`config.mk`:
```
export PLATFORM = sky130hd
export DESIGN_NAME = uart_receiver_controller
export DESIGN_NICKNAME = d
export VERILOG_FILES = /design/src/rtl/uart_receiver_controller.sv
export SDC_FILE = /design/constraint.sdc
export NUM_CORES = 1
export LEC_CHECK = 0
export BUFFER_PORTS_ARGS = -buffer_cell sky130_fd_sc_hd__buf_4
export CAP_MARGIN = 0
export CORE_AREA = 2 2 74 76
export CTS_CLUSTER_DIAMETER = 200
export DETAILED_ROUTE_END_ITERATION = 7
export DIE_AREA = 0 0 76 78
export PLACE_DENSITY = 0.55
export SETUP_SLACK_MARGIN = 0.1
export SLEW_MARGIN = 20
export SYNTH_ARGS = -nofsm -noshare
export SYNTH_HDL_FRONTEND = slang
export SYNTH_SLANG_ARGS = --single-unit
```
`constraint.sdc`:
```
create_clock -name clk -period 1.8 [get_ports clk]
set_input_delay 0.09 -clock clk [delete_from_list [all_inputs] [get_ports clk]]
set_output_delay 0.09 -clock clk [all_outputs]
set_load 0.02 [all_outputs]
```
`src/rtl/uart_receiver_controller.sv`:
```
// Command-frame decoder: turns received UART bytes into register-file and ALU strobes.
// Every output is registered, so a strobe appears in the cycle after the byte that completes it.
module uart_receiver_controller #(
  parameter int unsigned            DATA_WIDTH     = 8,
  parameter int unsigned            ADDR_WIDTH     = 4,
  parameter int unsigned            FUNC_WIDTH     = 4,
  parameter int unsigned            TIMEOUT_CYCLES = 4096,
  parameter logic [DATA_WIDTH-1:0]  CMD_RF_WR      = 'hAA,
  parameter logic [DATA_WIDTH-1:0]  CMD_RF_RD      = 'hBB,
  parameter logic [DATA_WIDTH-1:0]  CMD_ALU_OP     = 'hCC,
  parameter logic [DATA_WIDTH-1:0]  CMD_ALU_NOP    = 'hDD
) (
  input  logic                  clk,
  input  logic                  reset_n,
  input  logic [DATA_WIDTH-1:0] receiver_parallel_data,
  input  logic                  receiver_parallel_data_valid,
  input  logic                  uart_receiver_controller_en,
  output logic [ADDR_WIDTH-1:0] register_file_address,
  output logic [DATA_WIDTH-1:0] register_file_write_data,
  output logic                  register_file_write_en,
  output logic                  register_file_read_en,
  output logic [FUNC_WIDTH-1:0] alu_function,
  output logic                  alu_enable,
  output logic                  alu_clk_en,
  output logic                  frame_error
);

  typedef enum logic [2:0] {
    IDLE, WR_ADDR, WR_DATA, RD_ADDR, OP_A, OP_B, ALU_FUNC
  } state_t;

  localparam logic [15:0] TO_LAST = 16'(TIMEOUT_CYCLES - 1);

  state_t                state_q, state_d;
  logic [15:0]           cnt_q, cnt_d;
  logic [ADDR_WIDTH-1:0] addr_q, addr_d;
  logic [DATA_WIDTH-1:0] wdata_q, wdata_d;
  logic [FUNC_WIDTH-1:0] func_q, func_d;
  logic                  we_q, we_d;
  logic                  re_q, re_d;
  logic                  ae_q, ae_d;
  logic                  ace_q, ace_d;
  logic                  ferr_q, ferr_d;

  logic                  vld;
  logic [DATA_WIDTH-1:0] rx;

  assign vld = receiver_parallel_data_valid;
  assign rx  = receiver_parallel_data;

  always_comb begin
    state_d = state_q;
    cnt_d   = '0;
    addr_d  = addr_q;
    wdata_d = wdata_q;
    func_d  = func_q;
    we_d    = 1'b0;
    re_d    = 1'b0;
    ae_d    = 1'b0;
    ferr_d  = 1'b0;

    // Inter-byte watchdog; a byte arriving on the expiry cycle still wins.
    if (state_q != IDLE && !vld) begin
      if (cnt_q == TO_LAST) begin
        ferr_d  = 1'b1;
        state_d = IDLE;
      end else begin
        cnt_d = cnt_q + 16'd1;
      end
    end

    if (vld) begin
      unique case (state_q)
        IDLE: begin
          if (uart_receiver_controller_en) begin
            if      (rx == CMD_RF_WR)   state_d = WR_ADDR;
            else if (rx == CMD_RF_RD)   state_d = RD_ADDR;
            else if (rx == CMD_ALU_OP)  state_d = OP_A;
            else if (rx == CMD_ALU_NOP) state_d = ALU_FUNC;
            else                        ferr_d  = 1'b1;
          end
        end
        WR_ADDR: begin
          addr_d  = rx[ADDR_WIDTH-1:0];
          state_d = WR_DATA;
        end
        WR_DATA: begin
          wdata_d = rx;
          we_d    = 1'b1;
          state_d = IDLE;
        end
        RD_ADDR: begin
          addr_d  = rx[ADDR_WIDTH-1:0];
          re_d    = 1'b1;
          state_d = IDLE;
        end
        OP_A: begin
          addr_d  = '0;
          wdata_d = rx;
          we_d    = 1'b1;
          state_d = OP_B;
        end
        OP_B: begin
          addr_d  = ADDR_WIDTH'(1);
          wdata_d = rx;
          we_d    = 1'b1;
          state_d = ALU_FUNC;
        end
        ALU_FUNC: begin
          func_d  = rx[FUNC_WIDTH-1:0];
          ae_d    = 1'b1;
          state_d = IDLE;
        end
        default: state_d = IDLE;
      endcase
    end

    ace_d = ae_d | ae_q;
  end

  always_ff @(posedge clk or negedge reset_n) begin
    if (!reset_n) begin
      state_q <= IDLE;
      cnt_q   <= '0;
      addr_q  <= '0;
      wdata_q <= '0;
      func_q  <= '0;
      we_q    <= 1'b0;
      re_q    <= 1'b0;
      ae_q    <= 1'b0;
      ace_q   <= 1'b0;
      ferr_q  <= 1'b0;
    end else begin
      state_q <= state_d;
      cnt_q   <= cnt_d;
      addr_q  <= addr_d;
      wdata_q <= wdata_d;
      func_q  <= func_d;
      we_q    <= we_d;
      re_q    <= re_d;
      ae_q    <= ae_d;
      ace_q   <= ace_d;
      ferr_q  <= ferr_d;
    end
  end

  assign register_file_address    = addr_q;
  assign register_file_write_data = wdata_q;
  assign register_file_write_en   = we_q;
  assign register_file_read_en    = re_q;
  assign alu_function             = func_q;
  assign alu_enable               = ae_q;
  assign alu_clk_en               = ace_q;
  assign frame_error              = ferr_q;

endmodule
```
# Word level (Yosys, flattened, before mapping)

Index checks and enable logic that the tools add are counted.

Reduce and logical (&&, ||, !) cells: 10
Multiplexer cells: 27
Add/sub/neg operators: 1
Bitwise operators: 1
Equality and inequality tests: 11

Operators by type and width:

| cell                                             | count |
|---|---|
| == test 8 bit (second input constant)            | 4 |
| two-way mux 16 bit                               | 2 |
| two-way mux 3 bit                                | 8 |
| adder 16 x 1 -> 16 bit (second input constant)   | 1 |
| == test 16 x 12 -> 1 bit (second input constant) | 1 |
| two-way mux 1 bit                                | 15 |
| one-hot mux 3 bit (4 select lines)               | 1 |
| one-hot mux 4 bit (3 select lines)               | 1 |
| == test 3 bit (second input constant)            | 3 |
| == test 3 x 2 -> 1 bit (second input constant)   | 2 |
| AND reduction 2 bit                              | 3 |
| nonzero test 3 bit                               | 2 |
| == test 3 x 1 -> 1 bit (second input constant)   | 1 |
| logical NOT 3 bit                                | 1 |
| OR reduction 3 bit                               | 1 |
| OR reduction 2 bit                               | 1 |
| logical AND 1 bit                                | 1 |
| logical NOT 1 bit                                | 1 |
| bitwise OR 1 bit                                 | 1 |

Register bits after elaboration: 40
Input bits: 12

# Logic depth before layout (Yosys ltp)

Depth in word-level cells: 10
Mapped depth: 7
Gate-level depth less buffers: 5

# Worst setup path after synthesis

OpenSTA, ideal clock, no wires.

Path type: register -> register
From: register cnt_q[13]
To: register cnt_q[11]
Period minus slack after synthesis: 1.681 ns
Path slack: 0.119 ns
Setup time: 0.119 ns
Buffers on the path: 2
Data required time: 1.681 ns
Cell stages (with the launch flop): 7
Arrival time: 1.562 ns
Path through: dfrtp_1 or4_1 nor4_2 nand2b_1 buf_6 buf_6 nor2_1

Longest elaborated chain between the ends: 3

Ends and longest elaborated chain:

| item                     | RTL line | text |
|---|---|---|
| start, declared          | 35       | `logic [15:0] cnt_q, cnt_d;` |
| start signal, assigned   | 135      | `cnt_q <= cnt_d;` |
| == test 16 x 12 -> 1 bit | 64       | `if (cnt_q == TO_LAST) begin` |
| two-way mux 16 bit       | 64       |  |
| two-way mux 16 bit       | 63       | `if (state_q != IDLE && !vld) begin` |
| via cnt_d[11]            | 35       |  |

The timed path passes the listed nets, and every way through them passes these cells.
A chain may end at the register's enable or synchronous reset.

# Final worst setup path

From: register cnt_q[12]
To: register state_q[1]

Longest elaborated chain between the ends: 10

Ends and longest elaborated chain:

| item                               | RTL line | text |
|---|---|---|
| == test 16 x 12 -> 1 bit *         | 64       |  |
| two-way mux 3 bit *                | 64       |  |
| two-way mux 3 bit *                | 63       |  |
| two-way mux 3 bit                  | 79       | `else if (rx == CMD_ALU_NOP) state_d = ALU_FUNC;` |
| two-way mux 3 bit                  | 78       | `else if (rx == CMD_ALU_OP) state_d = OP_A;` |
| two-way mux 3 bit                  | 77       | `else if (rx == CMD_RF_RD) state_d = RD_ADDR;` |
| two-way mux 3 bit                  | 76       | `if (rx == CMD_RF_WR) state_d = WR_ADDR;` |
| two-way mux 3 bit                  | 75       | `if (uart_receiver_controller_en) begin` |
| one-hot mux 3 bit (4 select lines) | 73       | `unique case (state_q)` |
| two-way mux 3 bit *                | 72       | `if (vld) begin` |
| via state_d[1]                     | 34       | `state_t state_q, state_d;` |
| end signal, assigned               | 134      | `state_q <= state_d;` |
| end, declared                      | 34       |  |

The timed path passes the listed nets; every way through them passes the cells marked *.

==> impl_metrics.ini <==
[global_route]
overflow = 0
track_usage = 0.133
grt_max_degree = 41
grt_pass1_wl_um = 6330
antenna_found_initial = 0
grt_pass1_vias = 1320

[yosys]
synth-edff-count = 0
synth_top_area_frac = 0.551
ys_types = 33
yosysWarningCount = 0
synth_seq_cells = 40
async_flop_share = 1.00
yosysSeqAreaShare = 0.551
yosysTopAreaCell = dfrtp_1
syn_area_um2 = 1820
synthesis.nets = 185
ys_top_cells_by_count = dfrtp_1, nor2_1, nand2_1, xnor2_1, mux2_2
yosys-top-cells-area = dfrtp_1, xnor2_1, mux2_2
synth_most_common_cell = dfrtp_1
synthCells = 172
avgSynthCellArea_um2 = 10.6
synth_flop_cell = dfrtp_1

[hold_path]
worstHoldEndpoint = register_file_write_data[6]$_DFFE_PN0P_
hp-class = in -> reg
whs_path_depth = 2
worstHoldStart = receiver_parallel_data[6]

[clocking]
cts_buffer_depth = 2
cts_tree = yes
worstSkewPairLatency_ns = 0.29
cts_made_buffers = 5
cts_root_buffer = clkbuf_8
path_clk_slew_ns = 0.08
ctsHtreeMaxLevel = 2
clkSinkCount = 40

[power]
power_density_nw_per_um2 = 1030
power_leakage_uw = 0.00103
ir_worst_vdd_uv = 637

[die]
start_util = 0.360
fp-row-count = 26
die_area_um2 = 5930
coreArea_um2 = 5040
die_h_um = 78
fp.dieW_um = 76
io_pins = 33

[timing]
slew_viol_final = 0
setup_tns_ns = 0
whs_ns = 0.0492
rsz0062_at_grt = yes
min_period_over_period = 0.910
setup_viol = 0
clock.fmax_ghz = 0.610
finClkSkew_ns = 0.00869
slew_headroom = 0.658
finalCriticalPeriod_ns = 1.64
tightestPinTransition_ns = 0.513
hold_viol_final = 0

[worst_setup_path]
regToRegStartpoint = cnt_q[12]$_DFF_PN0_
required_ns = 1.99
r2r_setup_slack_ns = 0.16
r2r_cells = 5
crit_type = reg -> reg
timing.rr.end = state_q[1]$_DFF_PN0_
cp_max_fo = 4
arrival_ns = 1.82
critical_path.endpoint_type = flop
startpoint_type = flop

[placed_design]
port_buffers = 32
dp_hpwl_um = 2600
placedCellCount = 276
place_congestion = 0.755

[detailed_routing]
vias_per_cell = 4.84
via_count = 1393
post_drt_wl_per_cell_um = 13.3
first_pass_iters = 4
ant_nets = 0
drc = 0
wirelength_um = 3840
drt_iter0_markers = 37

[cells_and_area]
layout.nets = 230
diodes = 0
syn2layout_area_growth_pct = 28.5
fillers = 508
layout-drive-gt1-share = 0.312
final_cells = 288

[run]
maxCapViolCount = 0

[status]
status = finished clean
-- metal layers --
layer  up-vias  global-route usage  share of wire
met5         -                   0              0
met4         0              0.0327         0.0081
met3         5              0.0453          0.065
met2        36               0.197           0.45
met1       677               0.187           0.48
li1        675                   -              -
-- worst max path at each step --
stage | start | endpoint | slack [ns] | cells past startpoint
after floorplan | cnt_q[13]$_DFF_PN0_ | cnt_q[11]$_DFF_PN0_ | 0.12 | 6
after global placement | cnt_q[12]$_DFF_PN0_ | cnt_q[7]$_DFF_PN0_ | 0.14 | 5
after detailed placement | cnt_q[0]$_DFF_PN0_ | cnt_q[2]$_DFF_PN0_ | 0.14 | 6
after CTS | cnt_q[0]$_DFF_PN0_ | cnt_q[13]$_DFF_PN0_ | 0.12 | 6
after global routing | cnt_q[0]$_DFF_PN0_ | state_q[1]$_DFF_PN0_ | 0.08 | 6
final | cnt_q[12]$_DFF_PN0_ | state_q[1]$_DFF_PN0_ | 0.16 | 5
-- power breakdown --
group          switching [uW]  leakage [uW]  total (uW)  internal [uW]
logic                     350      0.000456         664            315
clock network             328     0.0000434         638            310
registers                82.8      0.000527        1110           1030
total                     760       0.00103        2410           1650
-- stage by stage --
stage	total power, uW	instance area [um^2]	utilization	worst slack, ns
floorplan	1490	1820	-	0.119
global placement	1780	2170	0.430	0.143
detailed placement	1780	2170	0.430	0.140
CTS	2430	2270	0.451	0.117
global route	2550	2330	0.463	0.0844
finish	2410	2330	0.463	0.161
-- sequential cells by signal, summed over array words and instances, names as in the netlist --
register                  cells
register_file_address         4
register_file_read_en         1
alu_function                  4
cnt_q                        16
register_file_write_en        1
alu_clk_en                    1
register_file_write_data      8
alu_enable                    1
frame_error                   1
state_q                       3
-- worst max-delay path: stages (launching register included) --
cell	delay, ns
dfrtp_2	0.44
or4_4	0.54
nor4_4	0.16
buf_4	0.18
nor2_4	0.04
a21o_1	0.17
-- layout make-up --
type | count | area [um^2] | area share
inverters | 7 | 26.3 | 0.0113
flip-flops and latches | 40 | 1000 | 0.429
clock buffers | 6 | 82.6 | 0.0354
multi-input cells | 119 | 783 | 0.336
repair buffers | 44 | 337 | 0.144
well taps | 70 | 87.6 | 0.0375
clock inverters | 2 | 15.0 | 0.00643
-- layout by cell type, fill, tap and decap left out --
| cell | netlist | final |
|---|---|---|
| a211oi_1 | 1 | 1 |
| a21o_1 | 1 | 1 |
| a21oi_1 | 3 | 3 |
| a311oi_1 | 1 | 1 |
| a31oi_1 | 4 | 4 |
| and3_1 | 1 | 1 |
| buf_4 | 0 | 42 |
| buf_6 | 2 | 1 |
| clkbuf_8 | 0 | 6 |
| clkinvlp_4 | 0 | 2 |
| dfrtp_1 | 40 | 39 |
| dfrtp_2 | 0 | 1 |
| dlygate4sd3_1 | 0 | 1 |
| ha_1 | 1 | 1 |
| inv_1 | 7 | 7 |
| mux2_2 | 10 | 10 |
| nand2_1 | 14 | 14 |
| nand2b_1 | 3 | 2 |
| nand2b_4 | 0 | 1 |
| nand3_1 | 7 | 6 |
| nand3_2 | 0 | 1 |
| nand3b_1 | 1 | 1 |
| nand4_1 | 3 | 3 |
| nor2_1 | 24 | 23 |
| nor2_4 | 0 | 1 |
| nor2b_1 | 7 | 7 |
| nor3_1 | 5 | 5 |
| nor3b_1 | 1 | 1 |
| nor4_1 | 3 | 3 |
| nor4_4 | 0 | 1 |
| nor4bb_1 | 2 | 2 |
| o211ai_1 | 1 | 1 |
| o21ai_0 | 5 | 5 |
| o21ai_2 | 1 | 1 |
| o2bb2ai_1 | 1 | 1 |
| o31ai_1 | 1 | 1 |
| o32ai_1 | 1 | 1 |
| or4_4 | 0 | 1 |
| xnor2_1 | 13 | 13 |
| xor2_1 | 2 | 2 |
-- kinds of logic after synthesis --
family / count (synthesis) / share of synthesized area
buffers and inverters: 13 / 0.0351
DFF: 40 / 0.551
and+or+nand+nor: 73 / 0.201
adders and majority gates: 1 / 0.00689
AOI/OAI and AO/OA: 20 / 0.0717
xor gates and xnor gates: 15 / 0.0724
muxes: 10 / 0.0620
-- repair_timing --
item,CTS,global route
gates resized for setup,0,10
hold buffers,1,0
hold endpoints to repair,40,0
setup endpoints to repair,0,19
setup buffers,0,2
Note: power is estimated with default switching activity, not from simulation.
